## config.mk

```make
export PLATFORM = sky130hd
export DESIGN_NAME = edge_event_arbiter
export DESIGN_NICKNAME = d
export VERILOG_FILES = /design/src/rtl/edge_event_arbiter_pkg.sv /design/src/rtl/event_capture.sv /design/src/rtl/edge_event_arbiter.sv
export SDC_FILE = /design/constraint.sdc
export NUM_CORES = 1
export LEC_CHECK = 0
export CAP_MARGIN = 10
export CORE_MARGIN = 5
export CORE_UTILIZATION = 30
export CTS_CLUSTER_SIZE = 24
export DETAILED_ROUTE_END_ITERATION = 8
export HOLD_SLACK_MARGIN = 0.02
export PLACE_DENSITY_LB_ADDON = 0.25
export SLEW_MARGIN = 20
export SYNTH_ARGS = -nofsm -noshare
export SYNTH_HDL_FRONTEND = slang
export SYNTH_SLANG_ARGS = --single-unit
```

## constraint.sdc

```tcl
create_clock -name clk -period 2.15 [get_ports clk]
set_input_delay 0.645 -clock clk [delete_from_list [all_inputs] [get_ports clk]]
set_output_delay 0.645 -clock clk [all_outputs]
set_load 0.01 [all_outputs]
```

## src/rtl/edge_event_arbiter_pkg.sv

```systemverilog
// Shared definitions for the edge event arbiter: FSM encoding, hold counter
// width and the index width helper used to size grant_index.
package edge_event_arbiter_pkg;

    typedef enum logic {
        IDLE = 1'b0,
        BUSY = 1'b1
    } arb_state_t;

    localparam int CNT_W = 8;

    // A single requester still needs a one-bit index field.
    function automatic int idx_width(input int n);
        return (n > 1) ? $clog2(n) : 1;
    endfunction

endpackage

```

## src/rtl/event_capture.sv

```systemverilog
// Two-flop synchroniser per request line, rising-edge detect and sticky
// pending bits that collapse repeated edges until the arbiter clears them.
module event_capture #(
    parameter int WIDTH = 4
) (
    input  logic             clk,
    input  logic             sync_reset,
    input  logic [WIDTH-1:0] signal_in,
    input  logic [WIDTH-1:0] clear_mask,
    output logic [WIDTH-1:0] pending
);

    logic [WIDTH-1:0] ff0;
    logic [WIDTH-1:0] ff1;
    logic [1:0]       fill;
    logic [WIDTH-1:0] rise;

    // Both stages must hold real post-reset samples before an edge counts, so a
    // line held high across reset release fills ff0/ff1 high without an event.
    assign rise = fill[1] ? (ff0 & ~ff1) : '0;

    // NOTE: sequential state uses non-blocking assignments so every flop samples
    // the pre-edge value of its neighbours, as the synchroniser chain requires.
    always_ff @(posedge clk) begin
        if (sync_reset) begin
            ff0     <= '0;
            ff1     <= '0;
            fill    <= 2'b00;
            pending <= '0;
        end else begin
            ff0     <= signal_in;
            ff1     <= ff0;
            fill    <= {fill[0], 1'b1};
            // A fresh edge wins over a clear arriving on the same posedge.
            pending <= (pending & ~clear_mask) | rise;
        end
    end

endmodule

```

## src/rtl/edge_event_arbiter.sv

```systemverilog
// Round-robin arbiter granting captured rising-edge events one at a time to a
// shared consumer, releasing on done or after a bounded hold time.
module edge_event_arbiter
    import edge_event_arbiter_pkg::*;
#(
    parameter int WIDTH   = 4,
    parameter int TIMEOUT = 15
) (
    input  logic                         clk,
    input  logic                         sync_reset,
    input  logic [WIDTH-1:0]             signal_in,
    input  logic                         done,
    output logic [WIDTH-1:0]             grant,
    output logic                         grant_valid,
    output logic [idx_width(WIDTH)-1:0]  grant_index,
    output logic [WIDTH-1:0]             pending,
    output logic                         timeout_flag
);

    localparam int IDX_W = idx_width(WIDTH);
    localparam logic [CNT_W-1:0] CNT_LIMIT = CNT_W'(TIMEOUT - 1);
    localparam logic [IDX_W-1:0] LAST_RST  = IDX_W'(WIDTH - 1);
    localparam logic [WIDTH-1:0] ONE       = {{(WIDTH-1){1'b0}}, 1'b1};

    arb_state_t       state_q, state_n;
    logic [WIDTH-1:0] grant_n;
    logic [IDX_W-1:0] index_n;
    logic [IDX_W-1:0] last_q, last_n;
    logic [CNT_W-1:0] cnt_q, cnt_n;
    logic             tflag_n;
    logic [WIDTH-1:0] clear_mask;
    logic             sel_found;
    logic [IDX_W-1:0] sel_idx;

    event_capture #(.WIDTH(WIDTH)) u_capture (
        .clk        (clk),
        .sync_reset (sync_reset),
        .signal_in  (signal_in),
        .clear_mask (clear_mask),
        .pending    (pending)
    );

    // Round-robin search starting just after the last released requester.
    always_comb begin
        sel_found = 1'b0;
        sel_idx   = '0;
        for (int off = 1; off <= WIDTH; off++) begin
            int cand;
            cand = int'(last_q) + off;
            if (cand >= WIDTH) cand = cand - WIDTH;
            if (!sel_found && pending[IDX_W'(cand)]) begin
                sel_found = 1'b1;
                sel_idx   = IDX_W'(cand);
            end
        end
    end

    // NOTE: every output of this block gets a default first, so no path can
    // leave a value unassigned and infer a latch.
    always_comb begin
        state_n    = state_q;
        grant_n    = grant;
        index_n    = grant_index;
        last_n     = last_q;
        cnt_n      = cnt_q;
        tflag_n    = 1'b0;
        clear_mask = '0;
        unique case (state_q)
            IDLE: begin
                if (sel_found) begin
                    grant_n    = ONE << sel_idx;
                    index_n    = sel_idx;
                    cnt_n      = '0;
                    clear_mask = ONE << sel_idx;
                    state_n    = BUSY;
                end
            end
            BUSY: begin
                if (done || cnt_q == CNT_LIMIT) begin
                    grant_n = '0;
                    index_n = '0;
                    last_n  = grant_index;
                    tflag_n = !done;
                    state_n = IDLE;
                end else begin
                    cnt_n = cnt_q + 1'b1;
                end
            end
            default: state_n = IDLE;
        endcase
    end

    always_ff @(posedge clk) begin
        if (sync_reset) begin
            state_q      <= IDLE;
            grant        <= '0;
            grant_index  <= '0;
            last_q       <= LAST_RST;
            cnt_q        <= '0;
            timeout_flag <= 1'b0;
        end else begin
            state_q      <= state_n;
            grant        <= grant_n;
            grant_index  <= index_n;
            last_q       <= last_n;
            cnt_q        <= cnt_n;
            timeout_flag <= tflag_n;
        end
    end

    assign grant_valid = (state_q == BUSY);

endmodule

```

* After elaboration in Yosys (flattened, before gate mapping)
Cells that the tools add are included.
Word-level totals: register bits 32, bits of input ports 7, output and inout port bits 12
Operators by class: add/sub/neg operators 9, magnitude comparators 8, eq/ne operators 4, shift-type cells 1, multiplexer cells 40, bitwise operators 7, reductions and logical operators 12
Operators by type and width (count):
- 2-bit two-way mux | 10
- 4-bit two-way mux | 5
- 2-bit by 4-bit less-than comparator with 1-bit output, second input constant | 4
- 8-bit two-way mux | 2
- 8-bit case mux with 2 select lines | 1
- 1-bit two-way mux | 15
- 3-bit >= comparator, second input constant | 3
- 8-bit by 1-bit adder with 8-bit output, second input constant | 1
- 4-bit bitwise AND | 2
- 1-bit binary-select mux with 2-bit select | 4
- 8-bit by 4-bit == test with 1-bit output, second input constant | 1
- 4-bit NOT | 2
- 4-bit case mux with 2 select lines | 1
- 2-bit by 1-bit subtractor with 2-bit output, second input constant | 4
- 2-bit by 2-bit adder with 3-bit output, second input constant | 2
- 2-bit AND reduction | 3
- 2-bit by 3-bit adder with 4-bit output, second input constant | 1
- 4-bit by 3-bit >= comparator with 1-bit output, second input constant | 1
- 1-bit logical NOT | 4
- 2-bit inequality test, second input constant | 2
- 4-bit bitwise OR | 1
- 2-bit case mux with 2 select lines | 1
- 1-bit by 2-bit left shift with 4-bit output, first input constant | 1
- 2-bit by 1-bit adder with 3-bit output, second input constant | 1
- other kinds (6) | 9

* Longest topological paths before layout
Gate-level depths: netlist of run 1.
word-level depth 22, mapped depth 6

* Modules after synthesis
Synthesis of run 1 repeated with hierarchy kept, for this count alone.
Second synthesis, totals: cell total of the unflattened synthesis 150, area total of the unflattened synthesis 1443.9 um2
Modules (own cells, without submodules):
- edge_event_arbiter | instances 1, cells each 113, area an instance 984.7 um2, sequential area each 360.3 um2
- event_capture | instances 1, cells each 37, area an instance 459.2 um2, sequential area each 280.3 um2

* Least setup slack after synthesis of run 1
OpenSTA, ideal clock, no wires.
path kind input to register, start point in done, end point reg cnt_q[7], setup time 70 ps, arrival time 1593 ps, data required time 2080 ps, setup slack 487 ps, stages on the path 4, path buffers 0, path through a311oi_4 nor2_2 or3_1 a21oi_1
Between the ends: word-level cells in the longest chain between the ends 3
RTL lines:
- from (decl) | RTL line edge_event_arbiter.sv:12 | input logic done,
- 1-bit logical OR | RTL line edge_event_arbiter.sv:79 | if (done || cnt_q == CNT_LIMIT) begin
- 2-bit inequality test (no source line)
- 2-bit AND reduction (no source line)
- to (signal assigned) | RTL line edge_event_arbiter.sv:106 | cnt_q <= cnt_n;
- to (decl) | RTL line edge_event_arbiter.sv:29 | logic [CNT_W-1:0] cnt_q, cnt_n;
Every way passes these cells. A chain may end at the register's enable or synchronous reset.

* Worst setup path after layout of run 1
start point reg u_capture.pending[1], end point out pending[1]
RTL lines:
- from (decl) | RTL line event_capture.sv:10 | output logic [WIDTH-1:0] pending
- from (signal assigned) | RTL line event_capture.sv:35 | pending <= (pending & ~clear_mask) | rise;
- to (decl) | RTL line edge_event_arbiter.sv:16 | output logic [WIDTH-1:0] pending,
No word-level cell between the ends.

==> PnR_summary.wiki, run 1 <==
{| class="wikitable"
! Metric !! Value
|-
| Post-synth EDFFs || 0
|-
| Area share of the largest cell type after synthesis || 49.18%
|-
| Die width || 75.89 um
|-
| Max-cap violations || 0
|-
| Origin of the critical flop-to-flop path || cnt_q[0]
|-
| Largest fanout of any net on the critical path || 6
|-
| Most instantiated flip-flop cell in the synthesis netlist || sky130_fd_sc_hd__dfxtp_1
|-
| Final min period || 1928 ps
|-
| CTS sink count || 32
|-
| Hold Path Cell Cnt || 1
|-
| Post-route DRC || 0
|-
| Final nets || 171
|-
| Required time of the critical path || 1500 ps
|-
| Number of buffers between clock root and the deepest sink || 2
|-
| Result of the run || finished clean
|-
| Post-CTS Hold Fix Bufs || 0
|-
| Number of setup buffers added after CTS || 0
|-
| Worst setup EP type || primary output
|-
| Cell chosen for the clock root || sky130_fd_sc_hd__clkbuf_8
|-
| Placeable Area || 0.004294 mm^2
|-
| Crit share post-route || 89.69%
|-
| Final setup violation count || 0
|-
| Die area || 0.005759 mm^2
|-
| Fraction of the yosys area taken by sequential cells || 49.18%
|-
| Router iterations before antenna repair || 4
|-
| Remaining global-route overflow || 0
|-
| Count of instances resized after the clock tree is built || 0
|-
| Post-DP HPWL || 1917 um
|-
| Clock network fraction of design power || 37.2%
|-
| Startpoint of the worst hold path || u_capture.fill[0]
|-
| NetSw || 320.2 uW
|-
| Gate Count Post-Synth || 137
|-
| Clock latency on the worst-skew pair || 280 ps
|-
| Detailed Route WL || 2583 um
|-
| Final Util || 38.52%
|-
| Actual transition at the worst max-transition pin || 358.3 ps
|-
| Slowest library cell on the worst path || sky130_fd_sc_hd__clkdlybuf4s50_1
|-
| Share of power burned in combinational logic || 11.4%
|-
| Initial Util || 30.33%
|-
| Crit path kind || flip-flop to primary output
|-
| Buffers plus inverters on the worst setup path || 1
|-
| Clock tree skew after final layout || 7.893 ps
|-
| Final Hold Fails || 0
|-
| Number of H-tree levels || 2
|-
| Average detailed-routed wire length per instance || 12.01 um
|-
| Setup repair after global routing missed its margin || no
|-
| Tightest Hold Check Type || flip-flop to flip-flop
|-
| Area grow syn2layout || 26.99%
|-
| Main area contributors after synthesis || sky130_fd_sc_hd__dfxtp_1, sky130_fd_sc_hd__nor2b_1, sky130_fd_sc_hd__nor2_1, sky130_fd_sc_hd__xor2_1, sky130_fd_sc_hd__a21oi_1
|-
| Internal Pwr Total || 917.3 uW
|-
| Startpoint kind of the worst setup timing path || flip-flop
|-
| R2r setup slk || 510 ps
|-
| Area leader, netlist || sky130_fd_sc_hd__dfxtp_1
|-
| Leakage || 0.6482 nW
|-
| Number of nets still failing antenna checks after routing || 0
|-
| Via count of the first global-routing pass || 1007
|-
| Most used routing layer || met2
|-
| Initial antenna violation count || 0
|-
| Relative slew margins || 75.91%
|-
| Clock-pin transition on the worst setup and hold timing paths || 70 ps
|-
| Cell class contributing the biggest share of worst-path delay || buffers and inverters
|-
| Total of flip-flops plus latches after synthesis || 32
|-
| Non-filler cells in the finished layout || 215
|-
| I/O pins || 19
|-
| Port bufs || 18
|-
| Total global-route track usage || 10.37%
|-
| Global routing usage on met2 || 16.73%
|-
| First-pass GRT wire length || 4422 um
|-
| Global-route track usage on met1 || 12.16%
|-
| Met3 Use GR || 3.562%
|-
| Mapped Avg Cell Area || 9.507 um^2
|-
| Syn_nets || 146
|-
| Share of synthesized registers carrying an async set or reset || 0%
|-
| Power share of the sequential group || 51.4%
|-
| Clock buffer count from CTS || 5
|-
| P per Cell Area || 748.2 mW/mm^2
|-
| Count of synthesis-stage warnings from yosys || 0
|-
| Unique masters post-synth || 36
|-
| Total chip power || 1.238 mW
|-
| Pin count of the biggest net entering global routing || 21
|-
| Largest incremental delay on the critical path || 570 ps
|-
| Number of standard-cell rows in the floorplan || 24
|-
| Average via count per standard cell || 4.693
|-
| Number of vias in the routed layout || 1009
|-
| ANT cells || 0
|-
| Worst flop-to-flop path endpoint || grant[3]
|-
| Height of the chip || 75.89 um
|-
| Critical path arrival || 1280 ps
|-
| Switching share of power || 25.88%
|-
| Number of DRC violations after detailed-routing iteration 0 || 55
|-
| Setup TNS || 0 ps
|-
| Worst-case vdd ir drop || 0.0002131 V
|-
| Max Transition Viols Final || 0
|-
| Destination of the worst hold path || u_capture.fill[1]
|-
| Maximum clock rate || 518.6 MHz
|-
| Gp weighted congestion || 0.7943
|-
| Cell-by-cell listing of the critical path || clkdlybuf4s50_1
|-
| TritonCTS clock tree || done
|-
| Path depth of the worst reg2reg path || 6
|-
| Number of placed instances, taps included || 207
|-
| Combined area of all synthesized cells || 0.001302 mm^2
|-
| Share of cells above drive strength 1 || 14.72%
|}
==> cell usage in the layout, fill, tap and decap left out, types with 3 or more instances in the layout <==
cell type and count:
sky130_fd_sc_hd__o21ai_0 3, sky130_fd_sc_hd__buf_4 4, sky130_fd_sc_hd__nand2b_1 3, sky130_fd_sc_hd__a21oi_1 8, sky130_fd_sc_hd__o211ai_1 3, sky130_fd_sc_hd__nor2b_1 11, sky130_fd_sc_hd__nand3b_1 3, sky130_fd_sc_hd__xor2_1 5
sky130_fd_sc_hd__dfxtp_1 32, sky130_fd_sc_hd__a22o_1 4, sky130_fd_sc_hd__nor3_1 4, sky130_fd_sc_hd__nand2_1 7, sky130_fd_sc_hd__nor2_1 15, sky130_fd_sc_hd__clkdlybuf4s50_1 18, sky130_fd_sc_hd__clkbuf_8 5, sky130_fd_sc_hd__inv_1 6
==> layer usage <==
layer	vias to the layer above	part of all wire (%)	routed length [um]
met5	-	0	0
met4	0	2.5	64
met3	6	4.3	110
met2	22	46	1198
met1	461	47	1209
li1	520	-	-
==> cell families (layout without fill, tap and decap cells) <==
family	count (synthesis)	count (layout)	share of synthesized area, %
AOI/OAI and AO/OA	29	29	16.91
xor gates and xnor gates	5	5	3.362
adders and majority gates	2	2	1.921
buffers and inverters	10	36	2.977
DFF	32	32	49.18
muxes	2	2	1.537
and+or+nand+nor	57	57	24.11
==> registers in the layout (all words and copies together) (netlist names) <==
name	flops
u_capture.fill	2
timeout_flag	1
grant_valid	1
cnt_q	8
last_q	2
grant	4
u_capture.pending	4
u_capture.ff1	4
u_capture.ff0	4
grant_index	2
==> how the worst max path moves through the flow <==
stage	cells after the start	start	end
2_1_floorplan	4	done	cnt_q[7]
3_3_place_gp	6	done	cnt_q[5]
3_5_place_dp	6	done	cnt_q[5]
4_1_cts	1	u_capture.pending[2]	pending[2]
5_1_grt	1	u_capture.pending[1]	pending[1]
6_report	1	u_capture.pending[1]	pending[1]
==> metrics by stage <==
stage	worst slack, ps	hold WS (ps)	instance area, um^2
2_1_floorplan	486.5	413.8	1303
3_3_place_gp	98.42	427.6	1562
3_5_place_dp	66.94	423.1	1562
4_1_cts	221.3	456.3	1654
5_1_grt	164.3	462.2	1654
6_report	221.7	458.8	1654
==> layout make-up <==
cell class,count,area [um^2]
clock buffer,5,68.82
clock inverter,3,23.77
fill,432,2640
inverter,6,22.52
multi-input combinational,95,623.1
sequential,32,640.6
tap,52,65.06
timing repair buffer,22,210.2
==> Yosys cell counts (2+ instances only) <==
library cell and n:
sky130_fd_sc_hd__a21o_1 2, sky130_fd_sc_hd__a21oi_1 8, sky130_fd_sc_hd__a22o_1 4, sky130_fd_sc_hd__and3_2 2
sky130_fd_sc_hd__clkbuf_1 3, sky130_fd_sc_hd__dfxtp_1 32, sky130_fd_sc_hd__ha_1 2, sky130_fd_sc_hd__inv_1 6
sky130_fd_sc_hd__mux2i_1 2, sky130_fd_sc_hd__nand2_1 7, sky130_fd_sc_hd__nand2b_1 3, sky130_fd_sc_hd__nand3_1 2
sky130_fd_sc_hd__nand3b_1 3, sky130_fd_sc_hd__nor2_1 15, sky130_fd_sc_hd__nor2b_1 11, sky130_fd_sc_hd__nor3_1 4
sky130_fd_sc_hd__nor3b_1 2, sky130_fd_sc_hd__o211ai_1 3, sky130_fd_sc_hd__o21ai_0 3, sky130_fd_sc_hd__o21ai_1 2
sky130_fd_sc_hd__or2_2 2, sky130_fd_sc_hd__xor2_1 5
==> power groups by stage <==
stage | Clock, mW | Combinational [mW] | Sequential, mW
after floorplan | 0 | 0.0770 | 0.651
after global placement | 0 | 0.141 | 0.648
after detailed placement | 0 | 0.143 | 0.650
after global routing | 0.500 | 0.157 | 0.640
final | 0.460 | 0.141 | 0.636
after CTS | 0.479 | 0.143 | 0.636
No activity file was read; power rests on OpenSTA's default activity.
==> run 2, diff against run 1 <==
Settings changed: CORE_ASPECT_RATIO set to 1.75.
==> run 2 against run 1 <==
  * Combinational power is essentially flat
  * Maximum frequency grew 0.49%
  * Clock power grew 1%
  * Sequential share of layout area shrank 0.088 points
  * Die area grew 0.91%
  * Via count grew 1.3%
==> PnR_summary.wiki, run 2 (same netlist as run 1, synthesis figures left out) <==
{| class="wikitable"
! Metric !! Value
|-
| Buffers plus inverters on the worst setup path || 1
|-
| Critical path arrival || 1270 ps
|-
| Share of power burned in combinational logic || 11.4%
|-
| Tightest Hold Check Type || flip-flop to flip-flop
|-
| Non-filler cells in the finished layout || 213
|-
| Worst-case vdd ir drop || 0.0004123 V
|-
| Worst flop-to-flop path endpoint || cnt_q[7]
|-
| Number of vias in the routed layout || 1022
|-
| Cell-by-cell listing of the critical path || clkdlybuf4s50_1
|-
| R2r setup slk || 480 ps
|-
| Crit share post-route || 89.25%
|-
| Leading cell type in the layout, fill and taps excluded || sky130_fd_sc_hd__dfxtp_1
|-
| Cell class contributing the biggest share of worst-path delay || buffers and inverters
|-
| P per Cell Area || 750.6 mW/mm^2
|-
| CTS sink count || 32
|-
| Max Transition Viols Final || 0
|-
| First-pass GRT wire length || 4278 um
|-
| Detailed Route WL || 2624 um
|-
| Gp weighted congestion || 0.7415
|-
| Setup repair after global routing missed its margin || no
|-
| Destination of the worst hold path || u_capture.fill[1]
|-
| Worst setup EP type || primary output
|-
| TritonCTS clock tree || done
|-
| Largest register FFs || 8
|-
| Largest reg by FF count || cnt_q
|-
| Placeable Area || 0.004189 mm^2
|-
| Average via count per standard cell || 4.798
|-
| Final min period || 1919 ps
|-
| Total global-route track usage || 9.630%
|-
| Setup TNS || 0 ps
|-
| Number of buffers between clock root and the deepest sink || 2
|-
| Worst hold margin || 439.2 ps
|-
| Number of nets still failing antenna checks after routing || 0
|-
| Actual transition at the worst max-transition pin || 425.3 ps
|-
| Design area || 0.001658 mm^2
|-
| Die width || 59.81 um
|-
| Number of H-tree levels || 2
|-
| Final Hold Fails || 0
|-
| Slowest library cell on the worst path || sky130_fd_sc_hd__clkdlybuf4s50_1
|-
| Total chip power || 1.244 mW
|-
| Clock tree skew after final layout || 5.092 ps
|-
| Origin of the critical flop-to-flop path || u_capture.pending[3]
|-
| Average detailed-routed wire length per instance || 12.32 um
|-
| Leakage || 0.6630 nW
|-
| Maximum clock rate || 521.2 MHz
|-
| ANT cells || 0
|-
| Count of cell instances traversed by the critical path || 1
|-
| Internal Pwr Total || 944.8 uW
|-
| Initial antenna violation count || 0
|-
| Result of the run || finished clean
|-
| Post-CTS Hold Fix Bufs || 0
|-
| Area grow syn2layout || 27.28%
|-
| Placed cell area || 0.001565 mm^2
|-
| Cell chosen for the clock root || sky130_fd_sc_hd__clkbuf_8
|-
| Top library cells by usage in the layout, fill and taps aside || sky130_fd_sc_hd__dfxtp_1, sky130_fd_sc_hd__clkdlybuf4s50_1, sky130_fd_sc_hd__nor2_1, sky130_fd_sc_hd__nor2b_1, sky130_fd_sc_hd__a21oi_1
|-
| Final nets || 172
|-
| Clock-pin transition on the worst setup and hold timing paths || 60 ps
|-
| Clock network fraction of design power || 37.4%
|-
| Number of placed instances, taps included || 205
|-
| Post-DP HPWL || 1986 um
|-
| Startpoint of the worst hold path || u_capture.fill[0]
|-
| Share of cells above drive strength 1 || 15.24%
|-
| Number of setup buffers added after CTS || 0
|-
| Final setup violation count || 0
|-
| Relative slew margins || 71.41%
|-
| Max-cap violations || 0
|-
| Largest incremental delay on the critical path || 570 ps
|-
| Hold Path Cell Cnt || 1
|-
| Clock buffer count from CTS || 5
|-
| Largest fanout of any net on the critical path || 4
|-
| Die area || 0.005811 mm^2
|-
| Startpoint kind of the worst setup timing path || flip-flop
|-
| Crit path kind || flip-flop to primary output
|-
| Initial Util || 31.09%
|-
| Required time of the critical path || 1500 ps
|-
| Path depth of the worst reg2reg path || 6
|-
| Number of standard-cell rows in the floorplan || 31
|-
| Port bufs || 18
|-
| Count of instances resized after the clock tree is built || 0
|-
| Via count of the first global-routing pass || 996
|-
| Height of the chip || 97.17 um
|-
| Switching share of power || 24.07%
|-
| Post-route DRC || 0
|-
| Power share of the sequential group || 51.2%
|-
| Router iterations before antenna repair || 4
|-
| Pin count of the biggest net entering global routing || 21
|-
| I/O pins || 19
|-
| Number of DRC violations after detailed-routing iteration 0 || 17
|-
| NetSw || 299.6 uW
|-
| Remaining global-route overflow || 0
|-
| Clock latency on the worst-skew pair || 280 ps
|}
==> run 2: changes by cell type in the layout (fill, tap and decap cells not counted), sizes merged <==
cell and change:
clkinvlp -2, buf +1, clkbuf +1, clkinv +1
==> run 2: how the worst max path moves through the flow <==
stage	start	to
2_1_floorplan	done	cnt_q[7]
3_3_place_gp	done	cnt_q[3]
3_5_place_dp	done	cnt_q[3]
4_1_cts	grant_valid	grant_valid
5_1_grt	u_capture.pending[1]	pending[1]
6_report	grant_valid	grant_valid
==> run 2: power groups by stage <==
stage / clock (mW) / sequential [mW] / combinational (mW)
finish: 0.466 / 0.637 / 0.142
global route: 0.517 / 0.640 / 0.153
CTS: 0.487 / 0.637 / 0.144
detailed placement: 0 / 0.650 / 0.143
global placement: 0 / 0.649 / 0.141
floorplan: 0 / 0.651 / 0.0770
==> run 2: final cells by class <==
class	instances	area (um^2)
fillers	446	2531
flip-flops and latches	32	640.6
multi-input cells	95	623.1
repair buffers	23	217.7
clock buffers	6	82.58
well taps	49	61.31
inverters	6	22.52
clock inverters	2	10.01
==> run 2: per-layer routing <==
| layer | wire length (um) | track usage (%) |
|---|---|---|
| met1 | 1073 | 10.35 |
| met2 | 1359 | 15.58 |
| met3 | 122 | 3.324 |
| met4 | 69 | 5.631 |
| met5 | 0 | 0 |
==> run 2: metrics by stage <==
| stage | setup WS [ps] | util, % |
|---|---|---|
| 3_3_place_gp | 105.7 | 37.37 |
| 4_1_cts | 199.2 | 39.58 |
| 6_report | 231.2 | 39.58 |
| 5_1_grt | 178.4 | 39.58 |
| 2_1_floorplan | 486.5 | - |
| 3_5_place_dp | 71.76 | 37.37 |
==> run 3, diff against run 2 <==
--- a/config.mk
+++ b/config.mk
@@ -6,4 +6,5 @@
 export NUM_CORES = 1
 export LEC_CHECK = 0
+export ABC_AREA = 1
 export CAP_MARGIN = 10
 export CORE_ASPECT_RATIO = 1.75
==> constraint.sdc (replaced) <==
create_clock -name clk -period 2.15 [get_ports clk]
set_input_delay 0.3225 -clock clk [delete_from_list [all_inputs] [get_ports clk]]
set_output_delay 0.3225 -clock clk [all_outputs]
set_load 0.01 [all_outputs]
==> run 3 against run 2 <==
  * Sequential power increased by 7.8%
  * Worst hold slack got worse by 38 ps
  * Worst setup slack improved by 180 ps
  * Global-route usage grew 2.0 points
  * Routed wire length increased by 36%
  * Largest power group unchanged
==> PnR_summary.wiki, run 3 <==
{| class="wikitable"
! Metric !! Value
|-
| Syn_nets || 225
|-
| Area grow syn2layout || 22.83%
|-
| Actual transition at the worst max-transition pin || 411.0 ps
|-
| Number of standard-cell rows in the floorplan || 34
|-
| Router iterations before antenna repair || 5
|-
| Design area || 0.001892 mm^2
|-
| Post-synth EDFFs || 0
|-
| Crit-path most repeated cell || sky130_fd_sc_hd__nand2_1
|-
| Gate Count Post-Synth || 216
|-
| CTS sink count || 32
|-
| Port bufs || 18
|-
| Switching share of power || 31.28%
|-
| Detailed Route WL || 3571 um
|-
| Die width || 64.17 um
|-
| Most used standard cells in the synthesized netlist || sky130_fd_sc_hd__nand2_1, sky130_fd_sc_hd__dfxtp_1, sky130_fd_sc_hd__inv_1
|-
| Main area contributors after synthesis || sky130_fd_sc_hd__dfxtp_1, sky130_fd_sc_hd__nand2_1, sky130_fd_sc_hd__inv_1, sky130_fd_sc_hd__a21oi_1, sky130_fd_sc_hd__nand3_1
|-
| Clock latency on the worst-skew pair || 280 ps
|-
| Post-route DRC || 0
|-
| Mapped Avg Cell Area || 7.131 um^2
|-
| Largest incremental delay on the critical path || 570 ps
|-
| Clock network fraction of design power || 34.6%
|-
| Clock tree skew after final layout || 6.766 ps
|-
| Share of cells above drive strength 1 || 12.92%
|-
| Tightest Hold Check Type || flip-flop to flip-flop
|-
| Crit share post-route || 80.72%
|-
| Max Transition Viols Final || 0
|-
| Worst setup EP type || flip-flop
|-
| Total of flip-flops plus latches after synthesis || 32
|-
| NetSw || 514.2 uW
|-
| Unique masters post-synth || 30
|-
| Setup repair after global routing missed its margin || no
|-
| Result of the run || finished clean
|-
| Count of instances resized after the clock tree is built || 0
|-
| Fraction of the yosys area taken by sequential cells || 41.59%
|-
| Combined area of all synthesized cells || 0.001540 mm^2
|-
| Leading cell type in the layout, fill and taps excluded || sky130_fd_sc_hd__nand2_1
|-
| Final Hold Fails || 0
|-
| Average via count per standard cell || 4.663
|-
| Share of power burned in combinational logic || 23.6%
|-
| Via count of the first global-routing pass || 1332
|-
| Final min period || 1736 ps
|-
| Placeable Area || 0.004977 mm^2
|-
| Final setup violation count || 0
|-
| Leakage || 0.8245 nW
|-
| Number of DRC violations after detailed-routing iteration 0 || 55
|-
| Largest reg by FF count || cnt_q
|-
| Average detailed-routed wire length per instance || 12.15 um
|-
| Share of synthesized registers carrying an async set or reset || 0%
|-
| Top library cells by usage in the layout, fill and taps aside || sky130_fd_sc_hd__nand2_1, sky130_fd_sc_hd__dfxtp_1, sky130_fd_sc_hd__inv_1, sky130_fd_sc_hd__nor2_1, sky130_fd_sc_hd__clkdlybuf4s50_1
|-
| Startpoint kind of the worst setup timing path || flip-flop
|-
| Total global-route track usage || 11.68%
|-
| Number of vias in the routed layout || 1371
|-
| ANT cells || 0
|-
| Remaining global-route overflow || 0
|-
| Relative slew margins || 72.56%
|-
| Critical path arrival || 1910 ps
|-
| Power share of the sequential group || 41.8%
|-
| Maximum clock rate || 576.2 MHz
|-
| Final nets || 248
|-
| Initial Util || 30.95%
|-
| Max-cap violations || 0
|-
| Most instantiated flip-flop cell in the synthesis netlist || sky130_fd_sc_hd__dfxtp_1
|-
| Placed cell area || 0.001780 mm^2
|-
| Number of nets still failing antenna checks after routing || 0
|-
| Post-CTS Hold Fix Bufs || 0
|-
| Count of synthesis-stage warnings from yosys || 0
|-
| Slowest library cell on the worst path || sky130_fd_sc_hd__dfxtp_1
|-
| Height of the chip || 104.8 um
|-
| Post-DP HPWL || 2789 um
|-
| Pin count of the biggest net entering global routing || 16
|-
| Cell chosen for the clock root || sky130_fd_sc_hd__clkbuf_8
|-
| Cell class contributing the biggest share of worst-path delay || simple AND/OR/NAND/NOR gates
|-
| Clock buffer count from CTS || 5
|-
| Number of buffers between clock root and the deepest sink || 2
|-
| TritonCTS clock tree || done
|-
| Largest fanout of any net on the critical path || 10
|-
| Buffers plus inverters on the worst setup path || 2
|-
| First-pass GRT wire length || 6272 um
|-
| Area share of the largest cell type after synthesis || 41.59%
|-
| I/O pins || 19
|-
| Area leader, netlist || sky130_fd_sc_hd__dfxtp_1
|-
| Crit path kind || flip-flop to flip-flop
|-
| Most instantiated library cell after synthesis || sky130_fd_sc_hd__nand2_1
|-
| Number of H-tree levels || 2
|-
| Worst-case vdd ir drop || 0.0008459 V
|-
| Setup TNS || 0 ps
|-
| Initial antenna violation count || 0
|-
| Number of setup buffers added after CTS || 0
|-
| P per Cell Area || 868.8 mW/mm^2
|-
| Die area || 0.006724 mm^2
|-
| Required time of the critical path || 2330 ps
|-
| Internal Pwr Total || 1.129 mW
|-
| Gp weighted congestion || 0.8396
|-
| Cell-by-cell listing of the critical path || inv_6, nand2_1, nand2_2, nand2_1, nand2_2, inv_1, nand2_1, nand2_1, nand2_1, nor2_1, nand2_1, nand2_1, a21oi_1
|-
| Largest register FFs || 8
|-
| Clock-pin transition on the worst setup and hold timing paths || 70 ps
|}
-- run 3: cell types whose count changed in the layout (fill, tap and decap cells not counted), sizes merged, moves of 4 or more --
cell | previous run | this run
a21oi | 8 | 19
a22o | 4 | 0
inv | 6 | 31
nand2 | 7 | 71
nand3 | 2 | 17
nand4 | 0 | 4
nor2 | 16 | 21
nor2b | 12 | 0
o21ai | 6 | 1
-- run 3: metrics by stage --
stage / total power [mW] / cells / worst slack, ps / hold slack [ps] / util [%]
after CTS: 1.672 / 294 / 422.7 / 410.2 / 38.01
after detailed placement: 1.093 / 286 / 426.4 / 398.5 / 35.77
after global routing: 1.750 / 294 / 221.6 / 409.0 / 38.01
final: 1.644 / 294 / 414.5 / 401.0 / 38.01
after global placement: 1.091 / 286 / 416.9 / 393.0 / 35.77
after floorplan: 0.9687 / 216 / 746.6 / 388.3 / -
-- run 3: worst register-to-register path: stages, from the launching register on --
cell and delay (ps):
sky130_fd_sc_hd__dfxtp_1 570, sky130_fd_sc_hd__inv_6 90, sky130_fd_sc_hd__nand2_1 90, sky130_fd_sc_hd__nand2_2 70
sky130_fd_sc_hd__nand2_1 100, sky130_fd_sc_hd__nand2_2 80, sky130_fd_sc_hd__inv_1 70, sky130_fd_sc_hd__nand2_1 50
sky130_fd_sc_hd__nand2_1 50, sky130_fd_sc_hd__nand2_1 100, sky130_fd_sc_hd__nor2_1 150, sky130_fd_sc_hd__nand2_1 100
sky130_fd_sc_hd__nand2_1 70, sky130_fd_sc_hd__a21oi_1 50
-- run 3: cells by family after synthesis --
group / synth area share [%]
AO/OA/AOI/OAI: 9.017
XOR/XNOR: 1.706
adder cells (fa/ha/maj): 1.624
buffers and inverters: 10.07
flip-flops: 41.59
AND/OR/NAND/NOR: 35.99
-- run 3: final timing paths --
| path | startpoint | endpoint | slack, ps | depth (start not counted) |
|---|---|---|---|---|
| min | u_capture.fill[0] | u_capture.fill[1] | 400 | 2 |
| max | last_q[0] | u_capture.pending[0] | 410 | 13 |
| min reg2reg | u_capture.fill[0] | u_capture.fill[1] | 400 | 2 |
| max reg2reg | last_q[0] | u_capture.pending[0] | 410 | 13 |
-- run 3: power groups by stage --
| stage | registers (mW) | logic (mW) | clock network [mW] |
|---|---|---|---|
| after global placement | 0.702 | 0.389 | 0 |
| after detailed placement | 0.701 | 0.392 | 0 |
| after global routing | 0.697 | 0.437 | 0.617 |
| final | 0.687 | 0.387 | 0.569 |
| after CTS | 0.688 | 0.394 | 0.591 |
| after floorplan | 0.693 | 0.275 | 0 |
-- run 3: layer usage --
layer  share of wire, %  GRT usage (%)  vias up
li1                   -              -      725
met1                 38          11.49      618
met2                 57          21.87       18
met3                2.6          2.900       10
met4                2.3          5.531        0
met5                  0              0        -
-- run 3: area by class of cell --
type                    count  area (um^2)
multi-input cells         148        744.5
flip-flops and latches     32        640.6
clock inverters             3        42.54
fillers                   536         3085
repair buffers             20        195.2
well taps                  54        67.56
inverters                  32        132.6
clock buffers               5        68.82
